$ cat src/rtl/seg7_scan_reader_if.sv
// Bus bundle for seg7_scan_reader: display-side segment/strobe lines plus the frame handshake.
// The master modport drives the display lines and consumes frames; the slave is the reader.
interface seg7_scan_reader_if #(
    parameter int NUM_DIGITS = 4
);
    logic                    seg_a;
    logic                    seg_b;
    logic                    seg_c;
    logic                    seg_d;
    logic                    seg_e;
    logic                    seg_f;
    logic                    seg_g;
    logic [NUM_DIGITS-1:0]   dig_n;
    logic                    err_clear;
    logic                    out_ready;
    logic                    out_valid;
    logic [4*NUM_DIGITS-1:0] out_bcd;
    logic [NUM_DIGITS-1:0]   out_blank;
    logic [NUM_DIGITS-1:0]   out_invalid;
    logic                    err_invalid;
    logic                    err_overrun;

    modport master (
        output seg_a, seg_b, seg_c, seg_d, seg_e, seg_f, seg_g, dig_n, err_clear, out_ready,
        input  out_valid, out_bcd, out_blank, out_invalid, err_invalid, err_overrun
    );

    modport slave (
        input  seg_a, seg_b, seg_c, seg_d, seg_e, seg_f, seg_g, dig_n, err_clear, out_ready,
        output out_valid, out_bcd, out_blank, out_invalid, err_invalid, err_overrun
    );
endinterface

$ cat src/rtl/seg7_scan_reader.sv
// Recovers BCD digits from a multiplexed common-anode 7-segment bus and emits whole frames.
// Define SEG7_SCAN_HEX_EN to also decode the hex glyphs A..F.
module seg7_scan_reader #(
    parameter int NUM_DIGITS    = 4,
    parameter int STABLE_CYCLES = 4
) (
    input  logic              clock,
    input  logic              reset,
    seg7_scan_reader_if.slave bus
);
    localparam int SW = 7 + NUM_DIGITS;
    localparam int CW = $clog2(STABLE_CYCLES);
    localparam logic [CW-1:0] CNT_MAX = CW'(STABLE_CYCLES - 1);

    typedef enum logic [0:0] {CAP_WAIT = 1'b0, CAP_HELD = 1'b1} cap_state_e;
    typedef enum logic [0:0] {OUT_EMPTY = 1'b0, OUT_FULL = 1'b1} out_state_e;

    // Result packing: {blank, invalid, value[3:0]}; segments are active-low, a is the MSB.
    function automatic logic [5:0] decode_seg(input logic [6:0] seg);
        logic [5:0] r;
        case (seg)
            7'b0000001: r = {2'b00, 4'h0};
            7'b1001111: r = {2'b00, 4'h1};
            7'b0010010: r = {2'b00, 4'h2};
            7'b0000110: r = {2'b00, 4'h3};
            7'b1001100: r = {2'b00, 4'h4};
            7'b0100100: r = {2'b00, 4'h5};
            7'b0100000: r = {2'b00, 4'h6};
            7'b0001111: r = {2'b00, 4'h7};
            7'b0000000: r = {2'b00, 4'h8};
            7'b0000100: r = {2'b00, 4'h9};
`ifdef SEG7_SCAN_HEX_EN
            7'b0001000: r = {2'b00, 4'hA};
            7'b1100000: r = {2'b00, 4'hB};
            7'b0110001: r = {2'b00, 4'hC};
            7'b1000010: r = {2'b00, 4'hD};
            7'b0110000: r = {2'b00, 4'hE};
            7'b0111000: r = {2'b00, 4'hF};
`endif
            7'b1111111: r = {2'b10, 4'h0};
            default:    r = {2'b01, 4'h0};
        endcase
        return r;
    endfunction

    logic [SW-1:0]           sample_q, sample_d, prev_q, prev_d;
    logic [CW-1:0]           cnt_q, cnt_d;
    cap_state_e              cap_state_q, cap_state_d;
    logic [NUM_DIGITS-1:0]   seen_q, seen_d;
    logic [4*NUM_DIGITS-1:0] dig_val_q, dig_val_d;
    logic [NUM_DIGITS-1:0]   dig_blank_q, dig_blank_d, dig_inv_q, dig_inv_d;
    out_state_e              out_state_q, out_state_d;
    logic [4*NUM_DIGITS-1:0] out_bcd_q, out_bcd_d;
    logic [NUM_DIGITS-1:0]   out_blank_q, out_blank_d, out_inv_q, out_inv_d;
    logic                    err_inv_q, err_inv_d, err_ovr_q, err_ovr_d;
    logic [6:0]              seg_s;
    logic [NUM_DIGITS-1:0]   strobe_s;
    logic [5:0]              dec_s;
    logic                    capture_s, ovr_evt_s;

    // Next-state logic: qualification, debounce, capture, frame assembly and output handshake.
    always_comb begin
        sample_d    = {bus.seg_a, bus.seg_b, bus.seg_c, bus.seg_d, bus.seg_e, bus.seg_f, bus.seg_g, bus.dig_n};
        prev_d      = sample_q;
        cnt_d       = cnt_q;
        cap_state_d = cap_state_q;
        seen_d      = seen_q;
        dig_val_d   = dig_val_q;
        dig_blank_d = dig_blank_q;
        dig_inv_d   = dig_inv_q;
        out_state_d = out_state_q;
        out_bcd_d   = out_bcd_q;
        out_blank_d = out_blank_q;
        out_inv_d   = out_inv_q;
        capture_s   = 1'b0;
        ovr_evt_s   = 1'b0;
        seg_s       = sample_q[SW-1:NUM_DIGITS];
        strobe_s    = sample_q[NUM_DIGITS-1:0];
        dec_s       = decode_seg(seg_s);

        // Any strobe or segment change restarts the debounce; HELD blocks a second capture.
        if (!$onehot(~strobe_s)) begin
            cnt_d       = '0;
            cap_state_d = CAP_WAIT;
        end else if (sample_q != prev_q) begin
            cnt_d       = '0;
            cap_state_d = CAP_WAIT;
        end else begin
            if (cnt_q == CNT_MAX) begin
                cnt_d = CNT_MAX;
            end else begin
                cnt_d = cnt_q + CW'(1);
            end
            if ((cap_state_q == CAP_WAIT) && (cnt_d == CNT_MAX)) begin
                capture_s   = 1'b1;
                cap_state_d = CAP_HELD;
            end else begin
                cap_state_d = cap_state_q;
            end
        end

        // A completed frame is loaded from the digit registers as they stood before this edge.
        if (&seen_q) begin
            seen_d = '0;
            if ((out_state_q == OUT_EMPTY) || bus.out_ready) begin
                out_bcd_d   = dig_val_q;
                out_blank_d = dig_blank_q;
                out_inv_d   = dig_inv_q;
                out_state_d = OUT_FULL;
            end else begin
                ovr_evt_s = 1'b1;
            end
        end else if ((out_state_q == OUT_FULL) && bus.out_ready) begin
            out_state_d = OUT_EMPTY;
        end else begin
            out_state_d = out_state_q;
        end

        for (int i = 0; i < NUM_DIGITS; i++) begin
            if (capture_s && !strobe_s[i]) begin
                dig_val_d[4*i +: 4] = dec_s[3:0];
                dig_blank_d[i]      = dec_s[5];
                dig_inv_d[i]        = dec_s[4];
                seen_d[i]           = 1'b1;
            end else begin
                dig_val_d[4*i +: 4] = dig_val_d[4*i +: 4];
            end
        end

        err_inv_d = (capture_s & dec_s[4]) | (err_inv_q & ~bus.err_clear);
        err_ovr_d = ovr_evt_s | (err_ovr_q & ~bus.err_clear);
    end

    // State and output registers with synchronous reset.
    always_ff @(posedge clock) begin
        if (reset) begin
            sample_q    <= '0;
            prev_q      <= '0;
            cnt_q       <= '0;
            cap_state_q <= CAP_WAIT;
            seen_q      <= '0;
            dig_val_q   <= '0;
            dig_blank_q <= '0;
            dig_inv_q   <= '0;
            out_state_q <= OUT_EMPTY;
            out_bcd_q   <= '0;
            out_blank_q <= '0;
            out_inv_q   <= '0;
            err_inv_q   <= 1'b0;
            err_ovr_q   <= 1'b0;
        end else begin
            sample_q    <= sample_d;
            prev_q      <= prev_d;
            cnt_q       <= cnt_d;
            cap_state_q <= cap_state_d;
            seen_q      <= seen_d;
            dig_val_q   <= dig_val_d;
            dig_blank_q <= dig_blank_d;
            dig_inv_q   <= dig_inv_d;
            out_state_q <= out_state_d;
            out_bcd_q   <= out_bcd_d;
            out_blank_q <= out_blank_d;
            out_inv_q   <= out_inv_d;
            err_inv_q   <= err_inv_d;
            err_ovr_q   <= err_ovr_d;
        end
    end

    assign bus.out_valid   = (out_state_q == OUT_FULL);
    assign bus.out_bcd     = out_bcd_q;
    assign bus.out_blank   = out_blank_q;
    assign bus.out_invalid = out_inv_q;
    assign bus.err_invalid = err_inv_q;
    assign bus.err_overrun = err_ovr_q;
endmodule

$ cat src/flat_wrapper.sv
// flat-port wrapper written by rule: the top's interface ports become plain ports
module seg7_scan_reader_flat 
#(
    parameter int NUM_DIGITS    = 4,
    parameter int STABLE_CYCLES = 4
)
  (clock, reset, bus_seg_a, bus_seg_b, bus_seg_c, bus_seg_d, bus_seg_e, bus_seg_f, bus_seg_g, bus_dig_n, bus_err_clear, bus_out_ready, bus_out_valid, bus_out_bcd, bus_out_blank, bus_out_invalid, bus_err_invalid, bus_err_overrun);
  seg7_scan_reader_if #(.NUM_DIGITS(NUM_DIGITS)) bus_i ();
  input  logic clock;
  input  logic reset;
  input wire logic [$bits(bus_i.seg_a)-1:0] bus_seg_a;
  input wire logic [$bits(bus_i.seg_b)-1:0] bus_seg_b;
  input wire logic [$bits(bus_i.seg_c)-1:0] bus_seg_c;
  input wire logic [$bits(bus_i.seg_d)-1:0] bus_seg_d;
  input wire logic [$bits(bus_i.seg_e)-1:0] bus_seg_e;
  input wire logic [$bits(bus_i.seg_f)-1:0] bus_seg_f;
  input wire logic [$bits(bus_i.seg_g)-1:0] bus_seg_g;
  input wire logic [$bits(bus_i.dig_n)-1:0] bus_dig_n;
  input wire logic [$bits(bus_i.err_clear)-1:0] bus_err_clear;
  input wire logic [$bits(bus_i.out_ready)-1:0] bus_out_ready;
  output wire logic [$bits(bus_i.out_valid)-1:0] bus_out_valid;
  output wire logic [$bits(bus_i.out_bcd)-1:0] bus_out_bcd;
  output wire logic [$bits(bus_i.out_blank)-1:0] bus_out_blank;
  output wire logic [$bits(bus_i.out_invalid)-1:0] bus_out_invalid;
  output wire logic [$bits(bus_i.err_invalid)-1:0] bus_err_invalid;
  output wire logic [$bits(bus_i.err_overrun)-1:0] bus_err_overrun;
  assign bus_i.seg_a = bus_seg_a;
  assign bus_i.seg_b = bus_seg_b;
  assign bus_i.seg_c = bus_seg_c;
  assign bus_i.seg_d = bus_seg_d;
  assign bus_i.seg_e = bus_seg_e;
  assign bus_i.seg_f = bus_seg_f;
  assign bus_i.seg_g = bus_seg_g;
  assign bus_i.dig_n = bus_dig_n;
  assign bus_i.err_clear = bus_err_clear;
  assign bus_i.out_ready = bus_out_ready;
  assign bus_out_valid = bus_i.out_valid;
  assign bus_out_bcd = bus_i.out_bcd;
  assign bus_out_blank = bus_i.out_blank;
  assign bus_out_invalid = bus_i.out_invalid;
  assign bus_err_invalid = bus_i.err_invalid;
  assign bus_err_overrun = bus_i.err_overrun;
  seg7_scan_reader #(.NUM_DIGITS(NUM_DIGITS), .STABLE_CYCLES(STABLE_CYCLES)) u_core (.clock(clock), .reset(reset), .bus(bus_i));
endmodule
$ cat config.mk
export PLATFORM = sky130hd
export DESIGN_NAME = seg7_scan_reader_flat
export DESIGN_NICKNAME = d
export VERILOG_FILES = /design/src/rtl/seg7_scan_reader_if.sv /design/src/rtl/seg7_scan_reader.sv /design/src/flat_wrapper.sv
export SDC_FILE = /design/constraint.sdc
export NUM_CORES = 1
export LEC_CHECK = 0
export CELL_PAD_IN_SITES_DETAIL_PLACEMENT = 1
export CELL_PAD_IN_SITES_GLOBAL_PLACEMENT = 2
export CORE_UTILIZATION = 33
export DETAILED_ROUTE_END_ITERATION = 10
export PLACE_DENSITY = 0.74
export SYNTH_ARGS = -nofsm -noshare
export SYNTH_HDL_FRONTEND = slang
export SYNTH_SLANG_ARGS = --single-unit
$ cat constraint.sdc
create_clock -name clock -period 3.3 [get_ports clock]
set_input_delay 0.66 -clock clock [delete_from_list [all_inputs] [get_ports clock]]
set_output_delay 0.66 -clock clock [all_outputs]
set_load 0.05 [all_outputs]
==> results of run 1 <==
==> how the worst min path moves through the flow <==
stage	slack, ns	startpoint	end
2_1_floorplan	0.41	u_core.cnt_q[0]	u_core.cnt_q[0]
3_3_place_gp	0.42	u_core.cnt_q[0]	u_core.cnt_q[0]
3_5_place_dp	0.44	u_core.cnt_q[0]	u_core.cnt_q[0]
4_1_cts	0.45	u_core.cnt_q[0]	u_core.cnt_q[0]
5_1_grt	0.48	u_core.bus.out_blank[1]	u_core.bus.out_blank[1]
6_report	0.45	u_core.cnt_q[0]	u_core.cnt_q[0]
==> area by class of cell <==
type                       instances  area, sq um  share of cell area, %
sequential                        80         1602                  42.05
tap                              129        161.4                  4.238
clock buffer                       9        123.9                  3.252
multi-input combinational        227         1406                  36.93
timing repair buffer              44        427.9                  11.24
inverter                           9        33.78                 0.8870
clock inverter                     7        53.80                  1.413
==> power breakdown <==
group | switching, mW | leakage (nW) | internal (mW)
clock network | 0.392 | 0.0827 | 0.280
registers | 0.0163 | 0.649 | 0.977
logic | 0.0650 | 0.756 | 0.0536
total | 0.473 | 1.49 | 1.31
==> state kept, by name (all words and copies together), names as in the netlist <==
| register | flops |
|---|---|
| u_core.prev_q | 11 |
| u_core.bus.out_invalid | 4 |
| u_core.dig_blank_q | 4 |
| u_core.cap_state_q | 1 |
| u_core.bus.err_invalid | 1 |
| u_core.dig_inv_q | 4 |
| u_core.dig_val_q | 16 |
| u_core.bus.out_valid | 1 |
| u_core.bus.err_overrun | 1 |
| u_core.prev_d | 11 |
| u_core.bus.out_bcd | 16 |
| u_core.bus.out_blank | 4 |
| u_core.seen_q | 4 |
| u_core.cnt_q | 2 |
==> critical path, stage by stage, from the launching register on <==
cell and delay, ns:
dfxtp_1 0.38, inv_1 0.07, ha_1 0.29, ha_1 0.19, fa_1 0.44, nor3b_1 0.31, nor4b_4 0.42, nand4_2 0.42
mux2i_1 0.26, nor2_1 0.06
==> cell usage in the layout (no fill, tap or decap), drive strengths merged, types with 2 or more instances in the layout <==
master / netlist / routed
inv: 9 / 12
clkinvlp: 0 / 3
buf: 5 / 4
nor2: 40 / 40
mux2i: 20 / 20
or3: 3 / 3
nand4: 7 / 7
nor3: 3 / 3
nand2b: 6 / 6
nand3: 2 / 2
nor4: 3 / 3
dfxtp: 80 / 80
nor2b: 17 / 17
clkbuf: 16 / 9
xor2: 9 / 9
clkdlybuf4s50: 0 / 40
a21oi: 32 / 32
o21ai: 5 / 5
ha: 3 / 3
nand2: 55 / 55
xnor2: 3 / 3
nand3b: 5 / 5
a2111oi: 2 / 2
==> per-stage QoR <==
| stage | total power [mW] | cells | util, % |
|---|---|---|---|
| 6_report | 1.784 | 505 | 41.22 |
| 3_5_place_dp | 1.136 | 489 | 39.30 |
| 3_3_place_gp | 1.134 | 489 | 39.30 |
| 4_1_cts | 1.806 | 505 | 41.22 |
| 5_1_grt | 1.861 | 505 | 41.22 |
| 2_1_floorplan | 1.100 | 337 | - |
==> layer usage <==
layer	GRT usage, %	routed length [microns]
met2	23.24	2997
met3	4.006	213
met1	21.05	3651
met4	5.430	93
met5	0	0
==> kinds of logic (layout without fill, tap and decap cells) <==
| kind of cell | count (synthesis) | after routing | synth area share, % |
|---|---|---|---|
| AND/OR/NAND/NOR | 145 | 145 | 23.79 |
| adder cells (fa/ha/maj) | 4 | 4 | 1.834 |
| AO/OA/AOI/OAI | 46 | 46 | 9.446 |
| multiplexers | 20 | 20 | 6.377 |
| XOR/XNOR | 12 | 12 | 3.348 |
| flip-flops | 80 | 80 | 51.02 |
| buffers and inverters | 30 | 69 | 4.185 |
==> impl_metrics.csv, run 1 <==
group,metric,value,unit
grt,overflow,0,
worst_setup_path,cp.required,3.52,ns
power,p_leak,1.488,nW
sta,finClkSkew,0.01063,ns
logic_synthesis,ys_async_sr_fraction,0,%
clock_tree,cts_tree,"done",
clock_tree,cts.clk_slew.worst_paths,0.09,ns
worst_setup_path,rrSetupSlack,0.32,ns
floorplanning,io_pins,42,
worst_setup_path,reg2reg_from,"u_core.prev_d[0]",
worst_setup_path,crit_path_end_kind,"flip-flop",
route,viasPerCell,4.636,
floorplanning,rows,35,
grt,track_usage,15.34,%
grt,antenna_found_initial,0,
grt,grt_pass1_vias,2299,
finish,nFillCells,1068,
clock_tree,cts_setup_buffers,0,
min_path,worstHoldPathCells,1,
route,wl_per_cell,13.77,microns
clock_tree,cts_hold_buf,0,
floorplanning,dieArea,0.009907,sq mm
floorplanning,core,0.009240,sq mm
finish,final_cell_area,0.003809,sq mm
worst_setup_path,start_kind,"flip-flop",
clock_tree,cts_resized,0,
logic_synthesis,syn_area,0.003139,sq mm
clock_tree,clk_path_buf_depth,2,
route,wl,6955,microns
sta,setup_violations,0,
floorplanning,die_w,99.54,microns
route,ant_nets,0,
run,maxCapViolCount,0,
min_path,hold_class,"reg -> reg",
sta,whs,0.4451,ns
sta,finalCritPeriodShare,90.44,%
logic_synthesis,yosysSeqAreaShare,51.02,%
finish,synthToLayoutAreaGrowth,21.32,%
sta,rsz0062_at_grt,"false",
worst_setup_path,reg2reg_to,"u_core.dig_val_q[3]",
finish,nets,390,
route,drc,0,
floorplanning,die_y,99.54,microns
clock_tree,h-tree-depth,3,
sta,setup_tns,0,ns
place,dp_hpwl,4693,microns
worst_setup_path,critical_path_class,"reg -> reg",
sta,layout_min_cycle_time,2.984,ns
logic_synthesis,ys_ff_latch,80,
finish,drive_above_1_share,8.245,%
place,numPortBuffers,41,
power,powerDensity,468.4,mW/mm^2
place,post_dp_cell_area,0.003631,sq mm
worst_setup_path,critical_path.max_fanout,8,
worst_setup_path,crit_start,"u_core.prev_d[0]",
logic_synthesis,yosys-top-cells-count,"dfxtp_1 (80), nand2_1 (55), nor2_1 (40), a21oi_1 (32), mux2i_1 (20)",
logic_synthesis,yosysMostFrequentCell,"dfxtp_1",
logic_synthesis,yosys_warnings,0,
clock_tree,cts_root_buf,"clkbuf_8",
logic_synthesis,yosysTopAreaCell,"dfxtp_1",
route,dr_total_vias,2341,
route,drt-initial-drc-count,59,
sta,setup_ws,0.3155,ns
sta,tightestPinTransition,1.016,ns
clock_tree,clock_latency,0.35,ns
logic_synthesis,yosysUniqueCellTypes,38,
logic_synthesis,yosysTopAreaCellShare,51.02,%
place,gp_congestion,0.7961,
outcome,status,"complete, no violations",
grt,grt_max_degree,55,
logic_synthesis,synth_fp_nets,356,
sta,maxSlewViolCount,0,
sta,max_slew_margin,32.27,%
clock_tree,numCtsBuffers,9,
place,pre_cts_ws,0.3023,ns
logic_synthesis,yosys-top-cells-area,"dfxtp_1 (51%), nand2_1 (6.6%), mux2i_1 (6.4%)",
logic_synthesis,syn_inst,337,
worst_setup_path,crit_arrival,3.21,ns
floorplanning,start_util,33.97,%
logic_synthesis,synth_ff_type,"dfxtp_1",
clock_tree,cts_sinks,80,
logic_synthesis,synth-edff-count,0,
sta,max_freq,335.1,MHz
finish,diodes,0,
worst_setup_path,reg2regPathDepth,9,
grt,grt_pass1_wl,11790,microns
power,ir_drop,0.2622,mV
sta,hold_viol_final,0,
logic_synthesis,synth_area_per_cell,9.315,sq um
worst_setup_path,crit_end,"u_core.dig_val_q[3]",
route,drt_pass1_iterations,4,
Power figures use the tool's default switching activity.
==> run 2: changes to the inputs <==
- HOLD_SLACK_MARGIN: unset -> 0.12
==> results of run 2 <==
Same layout as run 1: the final DEF is identical, and so are final timing and power.
==> run 3: changes to the inputs <==
- CAP_MARGIN: unset -> 15
==> results of run 3 <==
Same layout as run 1: the final DEF is identical, and so are final timing and power.
==> edit: new RTL, config.mk and constraints of run 2 <==
`STABLE_CYCLES` is set to 4 in 2 places; all go to 16.
--- a/src/rtl/seg7_scan_reader.sv
+++ b/src/rtl/seg7_scan_reader.sv
@@ -2,7 +2,7 @@
 // Define SEG7_SCAN_HEX_EN to also decode the hex glyphs A..F.
 module seg7_scan_reader #(
     parameter int NUM_DIGITS    = 4,
-    parameter int STABLE_CYCLES = 4
+    parameter int STABLE_CYCLES = 16
 ) (
     input  logic              clock,
     input  logic              reset,
--- a/src/flat_wrapper.sv
+++ b/src/flat_wrapper.sv
@@ -2,7 +2,7 @@
 module seg7_scan_reader_flat 
 #(
     parameter int NUM_DIGITS    = 4,
-    parameter int STABLE_CYCLES = 4
+    parameter int STABLE_CYCLES = 16
 )
   (clock, reset, bus_seg_a, bus_seg_b, bus_seg_c, bus_seg_d, bus_seg_e, bus_seg_f, bus_seg_g, bus_dig_n, bus_err_clear, bus_out_ready, bus_out_valid, bus_out_bcd, bus_out_blank, bus_out_invalid, bus_err_invalid, bus_err_overrun);
   seg7_scan_reader_if #(.NUM_DIGITS(NUM_DIGITS)) bus_i ();
Check against the original RTL: not equivalent (a bounded check fails within 10 cycles, from zero or initial values and one cycle with reset high).
==> edit against run 2 <==
Core utilization about the same. Synthesized area up 5.3%. Global-route usage is 1.3 points higher. Critical path depth did not move. Setup slack got worse by 0.076 ns. Total power is 6.0% higher. Clock power is 14% higher. Sequential cell count increased by 2. Wire length grew 13%. Design area up 5.2%. First-iteration DRC count increased by 56%. Highest routed layer unchanged.
==> edit: results (changes against run 2) <==
[yosys]
synth-seq-area-share = 0.497  ; was 0.510
synth_commonest_cells = 82 x dfxtp_1, 60 x nand2_1, 42 x a21oi_1  ; was 80 x dfxtp_1, 55 x nand2_1, 40 x nor2_1
synth.net_count = 403  ; was 356
yosys-top-cells-area = dfxtp_1 50%, nand2_1 6.8%, a21oi_1 6.4%  ; was dfxtp_1 51%, nand2_1 6.6%, mux2i_1 6.4%
syn_area_per_cell_um2 = 8.63  ; was 9.32 um^2
synth-compound-area-share = 0.130  ; was 0.0945
synth_xor_area_frac = 0.0363  ; was 0.0335

[placement]
place_congestion = 0.845  ; was 0.796
place_ws_ns = 0.187  ; was 0.302 ns
dpl.hpwl_mm = 5.52  ; was 4.69 mm
place_area_mm2 = 0.00379  ; was 0.00363 mm^2

[finish]
layout-drive-gt1-share = 0.0668  ; was 0.0824
stdcell_area_mm2 = 0.00401  ; was 0.00381 mm^2
comb.multi_input.count = 268  ; was 227
finalNetCount = 434  ; was 390
stdcell_count = 552  ; was 505
seq_share = 0.410  ; was 0.421
clkCellAreaFrac = 0.0522  ; was 0.0466
inv_count = 8  ; was 9
buffer_area_frac = 0.109  ; was 0.112
buffers = 45  ; was 44

[power]
p_leak_nw = 1.35  ; was 1.49 nW
power_frac_clock = 0.405  ; was 0.377
ir_worst_vdd_v = 0.000193  ; was 0.000262 V
switching_share = 0.252  ; was 0.265
p_comb_w = 0.000106  ; was 0.000119 W
switching_power_w = 0.000477  ; was 0.000473 W

[grt]
grt_pass1_wl_mm = 13.1  ; was 11.8 mm
grt_max_degree = 63  ; was 55
grt_usage = 0.167  ; was 0.153
grt_pass1_vias = 2576  ; was 2299

[drt]
post_drt_wl_per_cell_um = 14.2  ; was 13.8 um
drt_iter0_drc = 92  ; was 59

[sta]
hold_ws_ns = 0.455  ; was 0.445 ns
skew_ns = 0.0127  ; was 0.0106 ns
tightest_slew_ns = 1.09  ; was 1.02 ns
max_freq_ghz = 0.327  ; was 0.335 GHz

[worst_setup_path]
worst-path-max-fanout = 22  ; was 8
critical_path_arrival_ns = 3.35  ; was 3.21 ns

[clocking]
clkSinkCount = 82  ; was 80

[status]
status = finished, final reports clean  ; unchanged

## edit: cell count changes after synthesis, sizes merged, moves of 6 or more
cell and change:
a21oi +10, mux2i -15, nand3 +13, nor2 -20, nor2b +13, o21ai +26
xnor2 +6, xor2 -6
## edit: path summary, 6_finish.rpt
check                          end  cells past startpoint
max                u_core.cnt_q[3]                      9
min          u_core.bus.out_bcd[7]                      2
max reg2reg        u_core.cnt_q[3]                      9
min reg2reg  u_core.bus.out_bcd[7]                      2
## edit: per-layer routing
layer,vias up,global-route usage,part of all wire
li1,1357,-,-
met1,1286,0.231,0.50
met2,44,0.253,0.46
met3,9,0.0308,0.029
met4,0,0.0725,0.013
met5,-,0,0
## edit: critical path, cell delays in order, from the launching register on
cell	delay, ns
dfxtp_1	0.40
inv_1	0.09
ha_1	0.28
ha_1	0.22
fa_1	0.45
nor3b_2	0.22
nand2_1	0.08
or3_4	0.48
or4_4	0.59
nor3_2	0.17
